==> config.mk <==
export PLATFORM = sky130hd
export DESIGN_NAME = mem_data_ctrl_flat
export DESIGN_NICKNAME = d
export VERILOG_FILES = /design/src/rtl/mem_data_ctrl_if.sv /design/src/rtl/mem_data_ctrl.sv /design/src/flat_wrapper.sv
export SDC_FILE = /design/constraint.sdc
export NUM_CORES = 1
export LEC_CHECK = 0
export BUFFER_PORTS_ARGS = -buffer_cell sky130_fd_sc_hd__buf_4
export CORE_AREA = 2 2 121 123
export DETAILED_ROUTE_END_ITERATION = 8
export DIE_AREA = 0 0 123 125
export HOLD_SLACK_MARGIN = 0.02
export PLACE_DENSITY = 0.64
export SYNTH_ARGS = -nofsm -noshare
export SYNTH_HDL_FRONTEND = slang
export SYNTH_SLANG_ARGS = --single-unit
==> constraint.sdc <==
create_clock -name clk -period 2.2 [get_ports clk]
set_input_delay 0.11 -clock clk [delete_from_list [all_inputs] [get_ports clk]]
set_output_delay 0.11 -clock clk [all_outputs]
set_load 0.02 [all_outputs]
==> src/rtl/mem_data_ctrl_if.sv <==
// Bundle of the pipeline-side memory request signals and the SRAM port
// driven by mem_data_ctrl.
interface mem_data_ctrl_if;
  logic [1:0]  MEM_in;
  logic [12:0] Address_in;
  logic [1:0]  Size_in;
  logic        Unsigned_in;
  logic [31:0] Write_data_in;
  logic [31:0] Read_data_out;
  logic        stall;
  logic        misalign;
  logic        sram_cs;
  logic [3:0]  sram_we;
  logic [10:0] sram_addr;
  logic [31:0] sram_din;
  logic [31:0] sram_dout;

  modport master (
    output MEM_in, Address_in, Size_in, Unsigned_in, Write_data_in, sram_dout,
    input  Read_data_out, stall, misalign, sram_cs, sram_we, sram_addr, sram_din
  );

  modport slave (
    input  MEM_in, Address_in, Size_in, Unsigned_in, Write_data_in, sram_dout,
    output Read_data_out, stall, misalign, sram_cs, sram_we, sram_addr, sram_din
  );
endinterface

==> src/rtl/mem_data_ctrl.sv <==
// MEM-stage data memory controller: turns one load/store request into a single
// SRAM access with a fixed number of wait states, stalling the pipeline meanwhile.
module mem_data_ctrl #(
  parameter int WAIT_CYCLES = 1
) (
  input  logic            clk,
  input  logic            rst,
  mem_data_ctrl_if.slave  bus
);

  localparam int DATA_W = 32;

  localparam logic [1:0] IDLE   = 2'd0;
  localparam logic [1:0] ACCESS = 2'd1;
  localparam logic [1:0] WAIT   = 2'd2;
  localparam logic [1:0] DONE   = 2'd3;

  localparam logic [2:0] WAIT_LAST = 3'(WAIT_CYCLES);

  logic [1:0]        state;
  logic [2:0]        wait_cnt;

  logic              req_load;
  logic [1:0]        req_lane;
  logic [1:0]        req_size;
  logic              req_uns;

  logic              sram_cs_q;
  logic [3:0]        sram_we_q;
  logic [10:0]       sram_addr_q;
  logic [DATA_W-1:0] sram_din_q;
  logic [DATA_W-1:0] rd_data_q;

  logic              req_any;
  logic              req_is_load;
  logic              req_misal;
  logic              start;

  function automatic logic [3:0] store_lanes(input logic [1:0] size,
                                             input logic [1:0] lane);
    logic [3:0] we;
    case (size)
      2'b00:   we = 4'b0001 << lane;
      2'b01:   we = 4'b0011 << lane;
      default: we = 4'b1111;
    endcase
    return we;
  endfunction

  function automatic logic [DATA_W-1:0] store_data(input logic [1:0]        size,
                                                   input logic [DATA_W-1:0] wd);
    logic [DATA_W-1:0] d;
    case (size)
      2'b00:   d = {4{wd[7:0]}};
      2'b01:   d = {2{wd[15:0]}};
      default: d = wd;
    endcase
    return d;
  endfunction

  // Pick the addressed lane and sign/zero-extend it to the full word.
  function automatic logic [DATA_W-1:0] load_extend(input logic [DATA_W-1:0] word,
                                                    input logic [1:0]        lane,
                                                    input logic [1:0]        size,
                                                    input logic              uns);
    logic signed [7:0]  b;
    logic signed [15:0] h;
    logic [DATA_W-1:0]  r;
    b = word[{lane, 3'b000} +: 8];
    h = lane[1] ? word[31:16] : word[15:0];
    case (size)
      2'b00:   r = {{24{~uns & b[7]}}, b};
      2'b01:   r = {{16{~uns & h[15]}}, h};
      default: r = word;
    endcase
    return r;
  endfunction

  // IDLE-stage request decode: read wins when both strobes are high
  always_comb begin
    req_any     = |bus.MEM_in;
    req_is_load = bus.MEM_in[1];
    req_misal   = 1'b0;
    case (bus.Size_in)
      2'b00:   req_misal = 1'b0;
      2'b01:   req_misal = bus.Address_in[0];
      default: req_misal = |bus.Address_in[1:0];
    endcase
    start = !rst && (state == IDLE) && req_any && !req_misal;
  end

  assign bus.stall         = !rst && (start || state == ACCESS || state == WAIT);
  assign bus.misalign      = !rst && (state == IDLE) && req_any && req_misal;
  assign bus.sram_cs       = sram_cs_q;
  assign bus.sram_we       = sram_we_q;
  assign bus.sram_addr     = sram_addr_q;
  assign bus.sram_din      = sram_din_q;
  assign bus.Read_data_out = rd_data_q;

  // Request latch: fields are only sampled on the IDLE->ACCESS edge
  always_ff @(posedge clk) begin
    if (start) begin
      req_load <= req_is_load;
      req_lane <= bus.Address_in[1:0];
      req_size <= bus.Size_in;
      req_uns  <= bus.Unsigned_in;
    end
  end

  // Access sequencing and SRAM port registers
  always_ff @(posedge clk) begin
    if (rst) begin
      state       <= IDLE;
      wait_cnt    <= 3'd0;
      sram_cs_q   <= 1'b0;
      sram_we_q   <= 4'b0000;
      sram_addr_q <= 11'd0;
      sram_din_q  <= '0;
      rd_data_q   <= '0;
    end else begin
      sram_cs_q <= 1'b0;
      sram_we_q <= 4'b0000;
      case (state)
        IDLE: begin
          if (start) begin
            state       <= ACCESS;
            sram_cs_q   <= 1'b1;
            sram_addr_q <= bus.Address_in[12:2];
            sram_we_q   <= req_is_load ? 4'b0000
                                       : store_lanes(bus.Size_in, bus.Address_in[1:0]);
            sram_din_q  <= store_data(bus.Size_in, bus.Write_data_in);
          end
        end
        ACCESS: begin
          if (WAIT_CYCLES > 0) begin
            state    <= WAIT;
            wait_cnt <= 3'd1;
          end else begin
            state <= DONE;
            if (req_load)
              rd_data_q <= load_extend(bus.sram_dout, req_lane, req_size, req_uns);
          end
        end
        WAIT: begin
          if (wait_cnt == WAIT_LAST) begin
            state    <= DONE;
            wait_cnt <= 3'd0;
            if (req_load)
              rd_data_q <= load_extend(bus.sram_dout, req_lane, req_size, req_uns);
          end else begin
            wait_cnt <= wait_cnt + 3'd1;
          end
        end
        default: begin
          // DONE ignores any pending request; it is re-sampled in IDLE
          state <= IDLE;
        end
      endcase
    end
  end

endmodule

==> src/flat_wrapper.sv <==
// flat-port wrapper written by rule: the top's interface ports become plain ports
module mem_data_ctrl_flat 
#(
  parameter int WAIT_CYCLES = 1
)
  (clk, rst, bus_MEM_in, bus_Address_in, bus_Size_in, bus_Unsigned_in, bus_Write_data_in, bus_sram_dout, bus_Read_data_out, bus_stall, bus_misalign, bus_sram_cs, bus_sram_we, bus_sram_addr, bus_sram_din);
  mem_data_ctrl_if bus_i ();
  input  logic clk;
  input  logic rst;
  input wire logic [$bits(bus_i.MEM_in)-1:0] bus_MEM_in;
  input wire logic [$bits(bus_i.Address_in)-1:0] bus_Address_in;
  input wire logic [$bits(bus_i.Size_in)-1:0] bus_Size_in;
  input wire logic [$bits(bus_i.Unsigned_in)-1:0] bus_Unsigned_in;
  input wire logic [$bits(bus_i.Write_data_in)-1:0] bus_Write_data_in;
  input wire logic [$bits(bus_i.sram_dout)-1:0] bus_sram_dout;
  output wire logic [$bits(bus_i.Read_data_out)-1:0] bus_Read_data_out;
  output wire logic [$bits(bus_i.stall)-1:0] bus_stall;
  output wire logic [$bits(bus_i.misalign)-1:0] bus_misalign;
  output wire logic [$bits(bus_i.sram_cs)-1:0] bus_sram_cs;
  output wire logic [$bits(bus_i.sram_we)-1:0] bus_sram_we;
  output wire logic [$bits(bus_i.sram_addr)-1:0] bus_sram_addr;
  output wire logic [$bits(bus_i.sram_din)-1:0] bus_sram_din;
  assign bus_i.MEM_in = bus_MEM_in;
  assign bus_i.Address_in = bus_Address_in;
  assign bus_i.Size_in = bus_Size_in;
  assign bus_i.Unsigned_in = bus_Unsigned_in;
  assign bus_i.Write_data_in = bus_Write_data_in;
  assign bus_i.sram_dout = bus_sram_dout;
  assign bus_Read_data_out = bus_i.Read_data_out;
  assign bus_stall = bus_i.stall;
  assign bus_misalign = bus_i.misalign;
  assign bus_sram_cs = bus_i.sram_cs;
  assign bus_sram_we = bus_i.sram_we;
  assign bus_sram_addr = bus_i.sram_addr;
  assign bus_sram_din = bus_i.sram_din;
  mem_data_ctrl #(.WAIT_CYCLES(WAIT_CYCLES)) u_core (.clk(clk), .rst(rst), .bus(bus_i));
endmodule
==> results.cfg <==
[die]
core_area_sq_mm = 0.01420
rows = 44
ioPinCount = 166
die_w_microns = 123
start_util_pct = 30.26
die_y_microns = 125
die_area_sq_mm = 0.01538

[global_routing]
grt_max_degree = 84
grt_use_total_pct = 17.22
grt_pass1_vias = 4212
antenna_found_initial = 1
grt_pass1_wl_mm = 20.96
overflow = 0

[timing]
fin_hold_ws_ps = 28.41
hold_violations = 0
setup_slack_ps = 257.0
setup_viol = 0
finalSetupTns_ps = 0
max_freq_mhz = 514.7
slew_headroom_pct = 40.08
fin_crit_ps = 1943
tightestPinTransition_ps = 898.8
slew_viol_final = 0
finalCritPeriodShare_pct = 88.32
skew_ps = 9.763
rsz0062_at_grt = false

[logic_synthesis]
synth_most_common_cell = dfxtp_1
synth_top_area_share_pct = 39.59
ys_async_sr_fraction_pct = 0
synth_cells = 501
ys_top_cells_by_area = dfxtp_1 40%, mux2i_1 7.5%, nand2_1 7.1%
ys_ff_latch = 91
synth-edff-count = 6
synthDistinctLibCells = 40
synth_nets = 589
syn_area_sq_mm = 0.004298
yosysSeqAreaShare_pct = 43.78
synth_top_cell_by_area = dfxtp_1
synth_flop_cell = dfxtp_1
synth_commonest_cells = 85 x dfxtp_1, 81 x nand2_1, 54 x nor2_1
avgSynthCellArea_sq_um = 8.579
yosysWarnings = 0

[placed_design]
gp_congestion = 0.8816
dp.cells = 818
port_buffers = 165
pre_cts_slack_ps = 285.4
dp_hpwl_mm = 9.689

[setup_path]
cp_data_arrival_time_ps = 1830
crit_slowest_cell = dfxtp_1
critical_path.most_common_cell = buf_4
start_kind = flip-flop
cp-end-kind = output pin
crit_required_ps = 2090
cp_cell_sequence = inv_1, ha_1, nand4_1, buf_4, a21oi_1, buf_4
max_stage_delay_ps = 360
reg2reg_depth = 5
critPathMaxFanout = 33
r2r-start = u_core.req_size[0]
criticalPathCategory = reg2out
ff2ff_setup_slack_ps = 260
r2r-end = u_core.bus.Read_data_out[16]

[route]
routed_wl_mm = 13.56
viasPerCell = 5.057
drt-pass1-iter-count = 4
post-route-drc-count = 0
ant_nets = 0
vias = 4334
wire_per_inst_microns = 15.82
drt_iter0_drc = 270

[finish]
nets = 755
area_delta_synth_final_pct = 43.61
instances_no_fill = 857
utilization_pct = 43.45
drive_above_1_share_pct = 30.65

[run_status]
status = complete, no violations

[clocking]
postCtsSetupRepairBufs = 0
cts_tree = done
clk_path_buf_depth = 2
htreeDepth = 3
numCtsBuffers = 9
cts-root-buf = clkbuf_16
clkSlewWorstSetupHoldPaths_ps = 70
clk_latency_ps = 340
cts_sinks = 91

[hold_path]
hold_end = u_core.req_size[1]
hold_path_class = in2reg
whs_path_depth = 1
hold_start = bus_Size_in[1]

[pwr]
power.density_mw_per_mm2 = 764.1
leakage_nw = 2.632
irDropWorstVdd_mv = 0.3368

[flow_run]
drv_cap = 0
layer usage:
layer	vias to the layer above	wire length (microns)	GRT usage, %
met3	28	1120	5.155
met4	0	395	7.620
met1	2026	5854	21.39
met5	-	0	0
met2	159	6186	27.40
li1	2121	-	-
timing repair:
item | in CTS | in global routing
resized for setup | 0 | 0
hold buffers | 22 | 0
endpoints found under the setup margin | 0 | 0
endpoints found under the hold margin | 26 | 0
how the worst max path moves through the flow:
stage / end / slack (ps) / cells past startpoint / from
after global placement: u_core.bus.Read_data_out[16] / 360 / 5 / u_core.req_size[0]
after floorplan: u_core.req_lane[0] / 490 / 5 / u_core.state[0]
after global routing: u_core.bus.Read_data_out[16] / 100 / 5 / u_core.req_size[0]
after CTS: bus_stall / 220 / 6 / u_core.state[0]
final: bus_stall / 260 / 6 / u_core.state[0]
after detailed placement: u_core.bus.Read_data_out[16] / 290 / 5 / u_core.req_size[0]
flip-flops by register name, indices dropped and copies added, names as in the netlist:
signal	count
u_core.wait_cnt	3
u_core.req_lane	2
u_core.bus.sram_din	32
u_core.bus.Read_data_out	32
u_core.bus.sram_addr	11
u_core.req_uns	1
u_core.req_size	2
u_core.bus.sram_cs	1
u_core.state	2
u_core.bus.sram_we	4
u_core.req_load	1
cells by family (layout without fill, tap and decap cells):
kind of cell / count (synthesis) / after routing / synth area share [%]
buffers and inverters: 53 / 224 / 5.328
AO/OA/AOI/OAI: 125 / 125 / 21.11
flip-flops: 91 / 91 / 43.78
AND/OR/NAND/NOR: 196 / 196 / 21.16
adder cells (fa/ha/maj): 4 / 4 / 1.165
multiplexers: 32 / 32 / 7.453
other: 0 / 1 / 0
placed cells by master, fill, tap and decap left out, drive strengths merged, types with 2 or more instances in the layout:
cell / netlist / final
nand2: 81 / 81
dlygate4sd3: 0 / 22
o22ai: 3 / 3
mux2i: 32 / 32
o32ai: 7 / 7
nor3: 13 / 13
a21oi: 41 / 41
edfxtp: 6 / 6
o41ai: 2 / 2
nand4: 2 / 2
o311ai: 7 / 7
inv: 8 / 9
a211oi: 16 / 16
buf: 10 / 178
nand2b: 9 / 9
ha: 4 / 4
nor2: 54 / 54
o21ai: 21 / 21
clkinv: 0 / 3
dfxtp: 85 / 85
a311oi: 24 / 24
nor2b: 9 / 9
clkbuf: 35 / 12
nand3b: 21 / 21
critical path: cells and delay by family (launching register included):
family	cells	cell delay (ps)
and+or+nand+nor	1	120
DFF	1	360
adders and majority gates	1	250
AOI/OAI and AO/OA	1	120
buffers and inverters	3	640
per-stage QoR:
stage	cell area, sq um	total power [mW]
floorplan	4298	2.729
global placement	5678	3.240
detailed placement	5678	3.275
CTS	6170	4.766
global route	6172	4.971
finish	6172	4.716
cell type report:
cell class / count / area [sq um]
clock buffer: 12 / 246.5
sequential: 91 / 1882
fill: 1414 / 8031
timing repair buffer: 200 / 1569
multi-input combinational: 357 / 2187
inverter: 8 / 30.03
antenna: 1 / 2.502
tap: 184 / 230.2
clock inverter: 4 / 25.02
report_power, final:
part | leakage, nW | internal, mW | switching (mW)
sequential | 0.746 | 1.84 | 0.112
clock | 0.137 | 0.797 | 0.652
combinational | 1.75 | 0.563 | 0.749
(Power assumes the default switching activity.)
